**config.mk**
```make
export PLATFORM = sky130hd
export DESIGN_NAME = l1_ctrl
export DESIGN_NICKNAME = d
export VERILOG_FILES = /design/src/rtl/cache_pkg.sv /design/src/rtl/l1_word_mux.sv /design/src/rtl/l1_ctrl.sv
export SDC_FILE = /design/constraint.sdc
export NUM_CORES = 1
export LEC_CHECK = 0
export BUFFER_PORTS_ARGS = -buffer_cell sky130_fd_sc_hd__buf_2
export CAP_MARGIN = 10
export CORE_AREA = 8 8 279 281
export DETAILED_ROUTE_END_ITERATION = 8
export DIE_AREA = 0 0 287 289
export HOLD_SLACK_MARGIN = 0.08
export PLACE_DENSITY_LB_ADDON = 0.3
export SLEW_MARGIN = 30
export SYNTH_ARGS = -nofsm -noshare
export SYNTH_HDL_FRONTEND = slang
export SYNTH_HIERARCHICAL = 1
export SYNTH_SLANG_ARGS = --single-unit
```
**constraint.sdc**
```tcl
create_clock -name clk -period 5.1 [get_ports clk]
set_input_delay 0.255 -clock clk [delete_from_list [all_inputs] [get_ports clk]]
set_output_delay 0.255 -clock clk [all_outputs]
set_load 0.01 [all_outputs]
```
**src/rtl/cache_pkg.sv**
```systemverilog
// Shared types, geometry and address helpers for the L1 controller slice.
`ifndef ADDR_BITS
`define ADDR_BITS 32
`endif
`ifndef OFFSET_BITS
`define OFFSET_BITS 4
`endif
`ifndef L1_INDEX_BITS
`define L1_INDEX_BITS 2
`endif

package cache_pkg;

    localparam int unsigned ADDR_BITS      = `ADDR_BITS;
    localparam int unsigned OFFSET_BITS    = `OFFSET_BITS;
    localparam int unsigned INDEX_BITS     = `L1_INDEX_BITS;
    localparam int unsigned LINE_ADDR_BITS = ADDR_BITS - OFFSET_BITS;
    localparam int unsigned TAG_BITS       = LINE_ADDR_BITS - INDEX_BITS;
    localparam int unsigned LINE_BITS      = 8 << OFFSET_BITS;

    // Zero encoding is I so a cleared array reads as all-invalid.
    typedef enum logic [1:0] {
        I = 2'd0,
        S = 2'd1,
        M = 2'd2
    } l1_state_t;

    typedef struct packed {
        l1_state_t             state;
        logic [TAG_BITS-1:0]   tag;
        logic [LINE_BITS-1:0]  data;
    } l1_cacheline_t;

    typedef enum logic [1:0] {
        BUS_RD  = 2'd0,
        BUS_RDX = 2'd1,
        BUS_WB  = 2'd2
    } bus_cmd_t;

    typedef enum logic [2:0] {
        IDLE      = 3'd0,
        LOOKUP    = 3'd1,
        WB        = 3'd2,
        MISS_REQ  = 3'd3,
        MISS_WAIT = 3'd4,
        RESP      = 3'd5
    } l1_ctrl_state_t;

    function automatic logic [TAG_BITS-1:0] tag_of(input logic [LINE_ADDR_BITS-1:0] line_addr);
        return line_addr[LINE_ADDR_BITS-1:INDEX_BITS];
    endfunction

    function automatic logic [INDEX_BITS-1:0] index_of(input logic [LINE_ADDR_BITS-1:0] line_addr);
        return line_addr[INDEX_BITS-1:0];
    endfunction

endpackage

```
**src/rtl/l1_word_mux.sv**
```systemverilog
// Word extract from, and word insert into, a cache line at a word select.
module l1_word_mux
    import cache_pkg::*;
#(
    parameter int unsigned WORD_BITS = 32,
    parameter int unsigned WSEL_BITS = 2
) (
    input  logic [LINE_BITS-1:0]  line_in,
    input  logic [WSEL_BITS-1:0]  sel,
    input  logic [WORD_BITS-1:0]  word_in,
    output logic [WORD_BITS-1:0]  word_out,
    output logic [LINE_BITS-1:0]  line_out
);

    always_comb begin
        word_out = line_in[sel*WORD_BITS +: WORD_BITS];
        line_out = line_in;
        line_out[sel*WORD_BITS +: WORD_BITS] = word_in;
    end

endmodule

```
**src/rtl/l1_ctrl.sv**
```systemverilog
// Processor-side L1 controller: lookup, store merge, M-victim writeback and
// MSI miss handling over the shared bus, one request outstanding.
module l1_ctrl
    import cache_pkg::*;
#(
    parameter int unsigned WORD_BITS = 32
) (
    input  logic                      clk,
    input  logic                      reset_n,
    input  logic                      cpu_req_valid,
    output logic                      cpu_req_ready,
    input  logic                      cpu_req_we,
    input  logic [ADDR_BITS-1:0]      cpu_req_addr,
    input  logic [WORD_BITS-1:0]      cpu_req_wdata,
    output logic                      cpu_rsp_valid,
    output logic [WORD_BITS-1:0]      cpu_rsp_rdata,
    output logic [LINE_ADDR_BITS-1:0] addr_ctrl,
    input  l1_cacheline_t             cacheline_ctrl_out,
    output l1_cacheline_t             cacheline_ctrl_in,
    output logic                      ctrl_valid,
    output logic                      bus_req,
    input  logic                      bus_gnt,
    output bus_cmd_t                  bus_cmd,
    output logic [LINE_ADDR_BITS-1:0] bus_addr,
    output logic [LINE_BITS-1:0]      bus_wdata,
    input  logic                      bus_rsp_valid,
    input  logic [LINE_BITS-1:0]      bus_rsp_data
);

    localparam int unsigned BYTE_SEL_BITS = $clog2(WORD_BITS / 8);
    localparam int unsigned WSEL_BITS     = OFFSET_BITS - BYTE_SEL_BITS;

    l1_ctrl_state_t state, state_d;

    logic                      req_we;
    logic [LINE_ADDR_BITS-1:0] req_line;
    logic [WSEL_BITS-1:0]      req_wsel;
    logic [WORD_BITS-1:0]      req_wdata;
    logic [TAG_BITS-1:0]       victim_tag;
    logic [WORD_BITS-1:0]      rdata_q;

    logic                      accept;
    logic                      take_victim;
    logic                      load_word;
    logic [LINE_BITS-1:0]      mux_src;
    logic [WORD_BITS-1:0]      word_out;
    logic [LINE_BITS-1:0]      merged;
    logic [TAG_BITS-1:0]       req_tag;
    logic [INDEX_BITS-1:0]     req_index;
    logic                      hit;
    logic                      unused_byte_bits;

    assign req_tag          = tag_of(req_line);
    assign req_index        = index_of(req_line);
    assign hit              = (cacheline_ctrl_out.state != I) && (cacheline_ctrl_out.tag == req_tag);
    assign unused_byte_bits = ^cpu_req_addr[BYTE_SEL_BITS-1:0];

    // One mux serves the hit path (array data) and the fill path (bus data).
    l1_word_mux #(
        .WORD_BITS (WORD_BITS),
        .WSEL_BITS (WSEL_BITS)
    ) u_word_mux (
        .line_in  (mux_src),
        .sel      (req_wsel),
        .word_in  (req_wdata),
        .word_out (word_out),
        .line_out (merged)
    );

    always_ff @(posedge clk or negedge reset_n) begin
        if (!reset_n) state <= IDLE;
        else          state <= state_d;
    end

    always_ff @(posedge clk or negedge reset_n) begin
        if (!reset_n) begin
            req_we     <= 1'b0;
            req_line   <= '0;
            req_wsel   <= '0;
            req_wdata  <= '0;
            victim_tag <= '0;
            rdata_q    <= '0;
        end else begin
            if (accept) begin
                req_we    <= cpu_req_we;
                req_line  <= cpu_req_addr[ADDR_BITS-1:OFFSET_BITS];
                req_wsel  <= cpu_req_addr[OFFSET_BITS-1:BYTE_SEL_BITS];
                req_wdata <= cpu_req_wdata;
                rdata_q   <= '0;
            end
            if (take_victim) victim_tag <= cacheline_ctrl_out.tag;
            if (load_word)   rdata_q    <= word_out;
        end
    end

    always_comb begin
        state_d           = state;
        accept            = 1'b0;
        take_victim       = 1'b0;
        load_word         = 1'b0;
        mux_src           = cacheline_ctrl_out.data;
        cpu_req_ready     = 1'b0;
        cpu_rsp_valid     = 1'b0;
        cpu_rsp_rdata     = '0;
        addr_ctrl         = req_line;
        cacheline_ctrl_in = '0;
        ctrl_valid        = 1'b0;
        bus_req           = 1'b0;
        bus_cmd           = BUS_RD;
        bus_addr          = '0;
        bus_wdata         = '0;

        case (state)
            IDLE: begin
                cpu_req_ready = 1'b1;
                addr_ctrl     = '0;
                if (cpu_req_valid) begin
                    accept  = 1'b1;
                    state_d = LOOKUP;
                end
            end
            LOOKUP: begin
                if (hit && !req_we) begin
                    load_word = 1'b1;
                    state_d   = RESP;
                end else if (hit && cacheline_ctrl_out.state == M) begin
                    ctrl_valid              = 1'b1;
                    cacheline_ctrl_in.state = M;
                    cacheline_ctrl_in.tag   = cacheline_ctrl_out.tag;
                    cacheline_ctrl_in.data  = merged;
                    state_d                 = RESP;
                end else if (cacheline_ctrl_out.state == M && cacheline_ctrl_out.tag != req_tag) begin
                    take_victim = 1'b1;
                    state_d     = WB;
                end else begin
                    state_d = MISS_REQ;
                end
            end
            WB: begin
                // A snoop may have flushed or downgraded the victim meanwhile.
                if (cacheline_ctrl_out.state == M && cacheline_ctrl_out.tag == victim_tag) begin
                    bus_req   = 1'b1;
                    bus_cmd   = BUS_WB;
                    bus_addr  = {victim_tag, req_index};
                    bus_wdata = cacheline_ctrl_out.data;
                    if (bus_gnt) begin
                        ctrl_valid              = 1'b1;
                        cacheline_ctrl_in       = cacheline_ctrl_out;
                        cacheline_ctrl_in.state = I;
                        state_d                 = MISS_REQ;
                    end
                end else begin
                    state_d = MISS_REQ;
                end
            end
            MISS_REQ: begin
                bus_req  = 1'b1;
                bus_cmd  = req_we ? BUS_RDX : BUS_RD;
                bus_addr = req_line;
                if (bus_gnt) state_d = MISS_WAIT;
            end
            MISS_WAIT: begin
                mux_src = bus_rsp_data;
                if (bus_rsp_valid) begin
                    ctrl_valid              = 1'b1;
                    cacheline_ctrl_in.state = req_we ? M : S;
                    cacheline_ctrl_in.tag   = req_tag;
                    cacheline_ctrl_in.data  = req_we ? merged : bus_rsp_data;
                    load_word               = !req_we;
                    state_d                 = RESP;
                end
            end
            RESP: begin
                cpu_rsp_valid = 1'b1;
                cpu_rsp_rdata = rdata_q;
                state_d       = IDLE;
            end
            default: state_d = IDLE;
        endcase
    end

endmodule

```
After elaboration in Yosys (flattened, before gate mapping)

Cells that the tools add are included.

Input port bits: 354
Word-level logic and storage cells: 83
Output and inout port bits: 378
Bits in registers: 124

Equality and inequality tests: 13
Multiplexer cells: 49
Add/sub/neg operators: 1
Shift-type cells: 3
Reduce and logical (&&, ||, !) cells: 10

Operators by type and width:

| cell                                                                      | number |
|---|---|
| 128-bit 2-to-1 mux                                                        | 4 |
| 156-bit 2-to-1 mux                                                        | 3 |
| 156-bit case mux with 3 select lines                                      | 1 |
| 154-bit 2-to-1 mux                                                        | 2 |
| 128-bit bitwise mux                                                       | 1 |
| 32-bit by 34-bit variable shift with 128-bit output, first input constant | 1 |
| 128-bit by 8-bit variable part select with 32-bit output                  | 1 |
| 32-bit by 34-bit variable part select with 128-bit output                 | 1 |
| 32-bit 2-to-1 mux                                                         | 3 |
| 28-bit 2-to-1 mux                                                         | 2 |
| 28-bit case mux with 2 select lines                                       | 1 |
| 26-bit == test                                                            | 2 |
| 7-bit negator with 34-bit output                                          | 1 |
| 26-bit inequality test                                                    | 1 |
| 3-bit 2-to-1 mux                                                          | 7 |
| 1-bit 2-to-1 mux                                                          | 18 |
| 3-bit case mux with 5 select lines                                        | 1 |
| 3-bit by 2-bit == test with 1-bit output, second input constant           | 2 |
| 3-bit == test, second input constant                                      | 2 |
| 2-bit inequality test, second input constant                              | 3 |
| 1-bit logical AND                                                         | 5 |
| 2-bit 2-to-1 mux                                                          | 2 |
| 1-bit case mux with 2 select lines                                        | 2 |
| 2-bit case mux with 2 select lines                                        | 1 |
| 8 further kinds                                                           | 9 |

Depth between registers and ports, before layout

Gate-level depths: netlist of the first run.

Depth after elaboration: 6
Gate-level depth with buffers: 12
Mapped depth without buffers: 8

Cells and area by module

The synthesis of the first run kept the hierarchy.

By module, submodules not included:

| module      | sequential area each (sq um) | instances | area each (sq um) | cells an instance |
|---|---|---|---|---|
| l1_ctrl     | 3103.0                       | 1         | 11405.9           | 1196 |
| l1_word_mux | 0.0                          | 1         | 2974.1            | 413 |

Worst setup path after synthesis of the first run

No wires, ideal clock.

Kind: register to output
Start: register req_wsel[1]
End: output cacheline_ctrl_in[100] in the netlist's numbering
Stages on the path, launching flop included: 9
Path buffers: 3
Required time: 4.845 ns
Data arrival time: 2.430 ns
Slack: 2.415 ns
Path through: dfrtp_1 -> clkbuf_1 -> clkbuf_1 -> inv_1 -> ha_1 -> or4b_4 -> buf_6 -> o22ai_2 -> a221o_1

RTL lines:

| element                | RTL line      | text |
|---|---|---|
| from (decl)            | l1_ctrl.sv:37 | `logic [WSEL_BITS-1:0] req_wsel;` |
| from (signal assigned) | l1_ctrl.sv:87 | `req_wsel <= cpu_req_addr[OFFSET_BITS-1:BYTE_SEL_BITS];` |
| to (decl)              | l1_ctrl.sv:19 | `output l1_cacheline_t cacheline_ctrl_in,` |

==> results of run 1 <==
final cells by class:
class / count / area [µm²] / share of cell area
Multi-Input combinational cell: 1226 / 10100 / 0.498
Timing Repair Buffer: 849 / 4840 / 0.240
Sequential cell: 124 / 3110 / 0.154
Tap cell: 969 / 1210 / 0.0600
Clock buffer: 17 / 425 / 0.0210
Inverter: 98 / 369 / 0.0183
Clock inverter: 15 / 168 / 0.00830
Antenna cell: 5 / 12.5 / 0.000619
worst max-delay path by stage:
stage | to | cells after the start | startpoint | slack, ns
finish | cacheline_ctrl_in[32] | 9 | cacheline_ctrl_out[141] | 0.98
global route | cacheline_ctrl_in[81] | 7 | req_wsel[1] | 0.74
CTS | cacheline_ctrl_in[106] | 6 | req_wsel[0] | 0.94
detailed placement | cacheline_ctrl_in[106] | 6 | req_wsel[0] | 1.48
global placement | cacheline_ctrl_in[106] | 6 | req_wsel[0] | 1.49
floorplan | cacheline_ctrl_in[100] | 8 | req_wsel[1] | 2.42
logic make-up after synthesis:
logic type      after synthesis  share of synthesized area
compound gates              358                      0.219
xor+xnor                     51                     0.0311
fa+ha+maj                     5                    0.00435
simple gates                562                      0.216
flops                       124                      0.216
buf+inv                     259                     0.0932
mux                         250                      0.221
flip-flops by register name (all words and copies together), names as in the netlist:
signal      cells
state           3
req_wdata      32
rdata_q        32
req_we          1
victim_tag     26
req_line       28
req_wsel        2
through the flow:
| stage | total power [mW] | cells | util | setup slack [ns] | area [µm²] |
|---|---|---|---|---|---|
| after floorplan | 5.02 | 1609 | - | 2.42 | 14400 |
| after global placement | 7.02 | 3177 | 0.254 | 1.49 | 18700 |
| after detailed placement | 7.04 | 3177 | 0.254 | 1.48 | 18700 |
| after CTS | 8.49 | 3298 | 0.275 | 0.936 | 20200 |
| after global routing | 8.90 | 3301 | 0.275 | 0.741 | 20200 |
| final | 8.39 | 3303 | 0.275 | 0.978 | 20200 |
metal layers:
layer,global-route usage,vias to the layer above,part of all wire
met5,0,-,0.00016
met4,0.0536,2,0.021
met3,0.0355,92,0.063
met2,0.304,668,0.48
met1,0.238,7805,0.43
li1,-,7258,-
critical path, delay by kind of cell:
kind / cells / cell delay [ns]
compound gates: 1 / 0.30
xor+xnor: 1 / 0.16
buf+inv: 4 / 1.33
simple gates: 3 / 1.31
layout by cell type (no fill, tap or decap), types with 26 or more instances in the layout:
cell | synthesis | final
a22o_1 | 60 | 60
dlygate4sd3_1 | 0 | 89
inv_1 | 98 | 97
buf_2 | 47 | 728
nor2_1 | 32 | 30
nor2b_1 | 38 | 38
o22ai_2 | 30 | 30
o22ai_1 | 30 | 30
dfrtp_1 | 124 | 122
o32ai_1 | 32 | 32
a221o_1 | 124 | 124
nand2_1 | 165 | 164
mux4_2 | 32 | 32
buf_4 | 10 | 26
mux2_2 | 217 | 217
and2_1 | 288 | 288
a22oi_1 | 26 | 26
xor2_1 | 51 | 51
o21ai_0 | 34 | 34
timing repair:
action,in CTS,in global routing
buffers inserted,0,0
hold buffers,89,0
gates resized for setup,0,0
hold endpoints to repair,113,0
power groups by stage:
stage	logic [mW]	clock network (mW)	registers [mW]
after CTS	4.89	1.39	2.21
after floorplan	3.20	0	1.82
after global routing	5.21	1.42	2.27
final	4.85	1.32	2.21
after global placement	4.80	0	2.22
after detailed placement	4.82	0	2.22
==> impl_metrics.env, run 1 <==
export IMPL_setup_violations=0
export IMPL_finClkSkew_ns=0.0181
export IMPL_vias=15800
export IMPL_critical_path_class="in2out"
export IMPL_via_per_inst=4.79
export IMPL_synth_flop_cell="dfrtp_1"
export IMPL_ff2ff_path_depth=8
export IMPL_finalSetupTns_ns=0
export IMPL_finalCritPeriodShare=0.808
export IMPL_rr_startpoint="state[2]"
export IMPL_die_width_um=287
export IMPL_worstPathRequired_ns=4.85
export IMPL_worstPathMaxFanout=128
export IMPL_hold_viol=0
export IMPL_startpoint_type="input port"
export IMPL_worst_ep_arrival_time_ns=3.87
export IMPL_holdPathStages=2
export IMPL_rr_endpoint="rdata_q[20]"
export IMPL_min_period_ns=4.12
export IMPL_cts_sinks=124
export IMPL_synth_area_um2=14400
export IMPL_numPortBuffers=729
export IMPL_power_frac_seq=0.263
export IMPL_dr_pass1_iters=5
export IMPL_boundaryPins=732
export IMPL_root_buffer="clkbuf_16"
export IMPL_ys_types=57
export IMPL_synth_edff_count=0
export IMPL_yosys_area_top_type_share=0.216
export IMPL_fmax_ghz=0.243
export IMPL_grt_pass1_vias=15900
export IMPL_postRouteAntennaNets=0
export IMPL_cp_common_cell="buf_2"
export IMPL_gp_congestion=0.876
export IMPL_fillCellCount=8082
export IMPL_synth_cells=1609
export IMPL_status="completed"
export IMPL_cts_htree_levels=4
export IMPL_wl_per_cell_um=24.3
export IMPL_slew_violations=0
export IMPL_reg2reg_setup_slack_ns=1.95
export IMPL_tightest_slew_ns=1.16
export IMPL_hold_slack_ns=0.157
export IMPL_max_stage_delay_ns=0.56
export IMPL_rows=100
export IMPL_clkSlewWorstSetupHoldPaths_ns=0.06
export IMPL_drc=0
export IMPL_hold_end="victim_tag[25]"
export IMPL_grt_pass1_wl_um=113000
export IMPL_core_area_um2=73600
export IMPL_yosysWarnings=6
export IMPL_min_from="cacheline_ctrl_out[153]"
export IMPL_drt_iter0_markers=945
export IMPL_initial_core_util=0.195
export IMPL_vdd_ir_drop_max_mv=0.298
export IMPL_cts_tree="yes"
export IMPL_nNetsFinal=2675
export IMPL_synthArstFlopShare=1.00
export IMPL_dieArea_um2=82900
export IMPL_cp_end_kind="output port"
export IMPL_clock_latency_ns=0.48
export IMPL_synth_common_cells="and2_1 (288), mux2_2 (217), nand2_1 (165), a221o_1 (124), dfrtp_1 (124)"
export IMPL_grt_max_degree=129
export IMPL_synth_area_leaders="dfrtp_1 (22%), mux2_2 (17%), and2_1 (13%)"
export IMPL_max_slew_margin=0.226
export IMPL_combPwrFrac=0.579
export IMPL_syn_num_nets=1968
export IMPL_synth_most_common_cell="and2_1"
export IMPL_dp_hpwl_um=60900
export IMPL_synth_seq_cells=124
export IMPL_power_density_nw_per_um2=415
export IMPL_internal_power_mw=4.21
export IMPL_hold_path_class="in2reg"
export IMPL_grt_ovfl_total=0
export IMPL_max_cap_violations=0
export IMPL_switching_share=0.498
export IMPL_ys_seq_area_frac=0.216
export IMPL_grt_use_total=0.183
export IMPL_path_cells="dlygate4sd3_1 -> buf_2 -> xor2_1 -> nor4_1 -> nand2_1 -> nor4_4 -> buf_12 -> a221o_1 -> buf_2"
export IMPL_die_h_um=289
export IMPL_rsz0062_at_grt="no"
export IMPL_syn_area_per_cell_um2=8.94
export IMPL_yosysTopAreaCell="dfrtp_1"
export IMPL_p_leak_nw=9.89
export IMPL_power_switching_mw=4.18
export IMPL_drive_gt1_frac=0.475
export IMPL_cpMaxStageDelayCell="nor4_1"
export IMPL_routed_wirelength_um=80400
export IMPL_antenna_found_initial=8
export IMPL_p_clk_frac=0.158
export IMPL_area_delta_synth_final_pct=40.5
export IMPL_cts_buffers=17
export IMPL_clk_path_buf_depth=2
No activity file was read; power rests on OpenSTA's default activity.
==> run 2: changes to the inputs <==
- CORE_AREA: 8 8 279 281 -> 8 8 278 280
- DIE_AREA: 0 0 287 289 -> 0 0 286 288
- clock period: 5.1 -> 3.3 ns (I/O delays scaled with it)
==> run 2 against run 1 <==
Compared with the run above:
- utilization is 1.2 points higher
- setup slack got worse by 0.90 ns
- first-iteration DRC count rose by 8.0%
- final cell count up 0.94%
- clock skew down 0.0044 ns
- clock-buffer cell count grew 1
- non-clock buffer count is 44 higher
- final area is 3.1% higher
- power rose by 60%
- largest power group unchanged
==> impl_metrics.env, run 2 (same netlist as run 1, synthesis figures left out) <==
export IMPL_min_period_ns=3.22
export IMPL_postRouteAntennaNets=0
export IMPL_finClkSkew_ns=0.0137
export IMPL_initial_core_util=0.198
export IMPL_drt_iter0_markers=1021
export IMPL_cts_tree="yes"
export IMPL_vdd_ir_drop_max_mv=0.523
export IMPL_cts_htree_levels=4
export IMPL_die_h_um=288
export IMPL_power_mw=13.4
export IMPL_nNetsFinal=2719
export IMPL_dp_hpwl_um=61900
export IMPL_dr_pass1_iters=5
export IMPL_clkSlewWorstSetupHoldPaths_ns=0.06
export IMPL_via_per_inst=4.79
export IMPL_die_width_um=286
export IMPL_min_from="cacheline_ctrl_out[155]"
export IMPL_layout_common_cells="buf_2 (728), and2_1 (288), mux2_2 (217)"
export IMPL_grt_max_degree=90
export IMPL_grt_pass1_vias=16100
export IMPL_gp_congestion=0.852
export IMPL_reg_top3="rdata_q x32, req_wdata x32, req_line x28"
export IMPL_slew_violations=0
export IMPL_grt_pass1_wl_um=116000
export IMPL_max_slew_margin=0.382
export IMPL_wl_per_cell_um=24.8
export IMPL_startpoint_type="input port"
export IMPL_area_delta_synth_final_pct=44.9
export IMPL_dieArea_um2=82400
export IMPL_final_common_cell="buf_2"
export IMPL_numPortBuffers=729
export IMPL_routed_wirelength_um=82700
export IMPL_worstPathRequired_ns=3.13
export IMPL_cts_sinks=124
export IMPL_grt_ovfl_total=0
export IMPL_max_cap_violations=0
export IMPL_use_met2=0.325
export IMPL_vias=16000
export IMPL_setup_violations=0
export IMPL_fmax_ghz=0.311
export IMPL_p_leak_nw=10.2
export IMPL_clock_latency_ns=0.48
export IMPL_crit_start="cacheline_ctrl_out[154]"
export IMPL_grt_use_total=0.189
export IMPL_tightest_slew_ns=0.927
export IMPL_hold_path_class="in2reg"
export IMPL_antenna_found_initial=3
export IMPL_drc=0
export IMPL_hold_slack_ns=0.239
export IMPL_rr_startpoint="req_line[16]"
export IMPL_fillCellCount=7940
export IMPL_ff_latch_area_um2=3110
export IMPL_clk_path_buf_depth=2
export IMPL_critical_path_class="in2out"
export IMPL_root_buffer="clkbuf_16"
export IMPL_hold_viol=0
export IMPL_finalCritPeriodShare=0.975
export IMPL_top_usage_layer="met2"
export IMPL_boundaryPins=732
export IMPL_core_area_um2=72600
export IMPL_multi_input_area_um2=10100
export IMPL_rsz0062_at_grt="yes"
export IMPL_cts_buffers=17
export IMPL_rows=99
export IMPL_status="completed"
export IMPL_worstPathMaxFanout=62
export IMPL_gr_usage_met3=0.0347
export IMPL_worst_ep_arrival_time_ns=3.05
export IMPL_use_met1=0.241
export IMPL_power_density_nw_per_um2=643
export IMPL_cp_end_kind="output port"
export IMPL_drive_gt1_frac=0.486
run 2: final timing paths:
kind,end,slack [ns],cells past startpoint
min reg2reg,rdata_q[16],0.52,2
max,cacheline_ctrl_in[15],0.08,10
max in group asynchronous,victim_tag[8],2.12,3
max reg2reg,rdata_q[18],0.52,8
min in group asynchronous,req_wdata[2],0.35,2
min,state[0],0.24,4
run 2: cell type report:
cell class / instances / area share
Multi-Input combinational cell: 1226 / 0.486
Timing Repair Buffer: 893 / 0.261
Sequential cell: 124 / 0.149
Tap cell: 959 / 0.0576
Clock buffer: 18 / 0.0211
Inverter: 98 / 0.0179
Clock inverter: 14 / 0.00726
Antenna cell: 2 / 0.000240
run 2: report_power, final:
| part | internal (mW) | leakage [nW] | switching [mW] |
|---|---|---|---|
| clock network | 1.09 | 0.286 | 0.939 |
| logic | 3.49 | 8.37 | 4.62 |
| registers | 2.26 | 1.53 | 1.02 |
run 2: layer usage:
metal / up-vias / part of all wire
met5: - / 0
met4: 0 / 0.019
met3: 82 / 0.065
met2: 701 / 0.50
met1: 7829 / 0.42
li1: 7345 / -
run 2: what timing repair did:
item | in CTS | in global routing
pin swaps | 5 | 11
gates resized for setup | 5 | 10
endpoints found under the setup margin | 52 | 82
hold buffers | 95 | 0
hold endpoints to repair | 165 | 0
setup buffers | 3 | 7
cloned | 1 | 1
run 2: critical path, stage by stage:
cell and delay (ns):
dlygate4sd3_1 0.58, buf_2 0.16, nand2b_1 0.21, nor4_4 0.35
nand3_1 0.18, nor4_4 0.38, buf_4 0.19, buf_16 0.23
a221o_1 0.32, buf_2 0.18
run 2: per-stage QoR:
stage	cell area (µm²)	cells	worst slack, ns	TNS, ns	utilization
CTS	20700	3324	0.00436	0	0.285
global placement	19100	3193	0.423	0	0.263
detailed placement	19100	3193	0.403	0	0.263
finish	20800	3334	0.0817	0	0.287
floorplan	14400	1609	0.705	0	-
global route	20800	3334	-0.0323	-0.0834	0.287
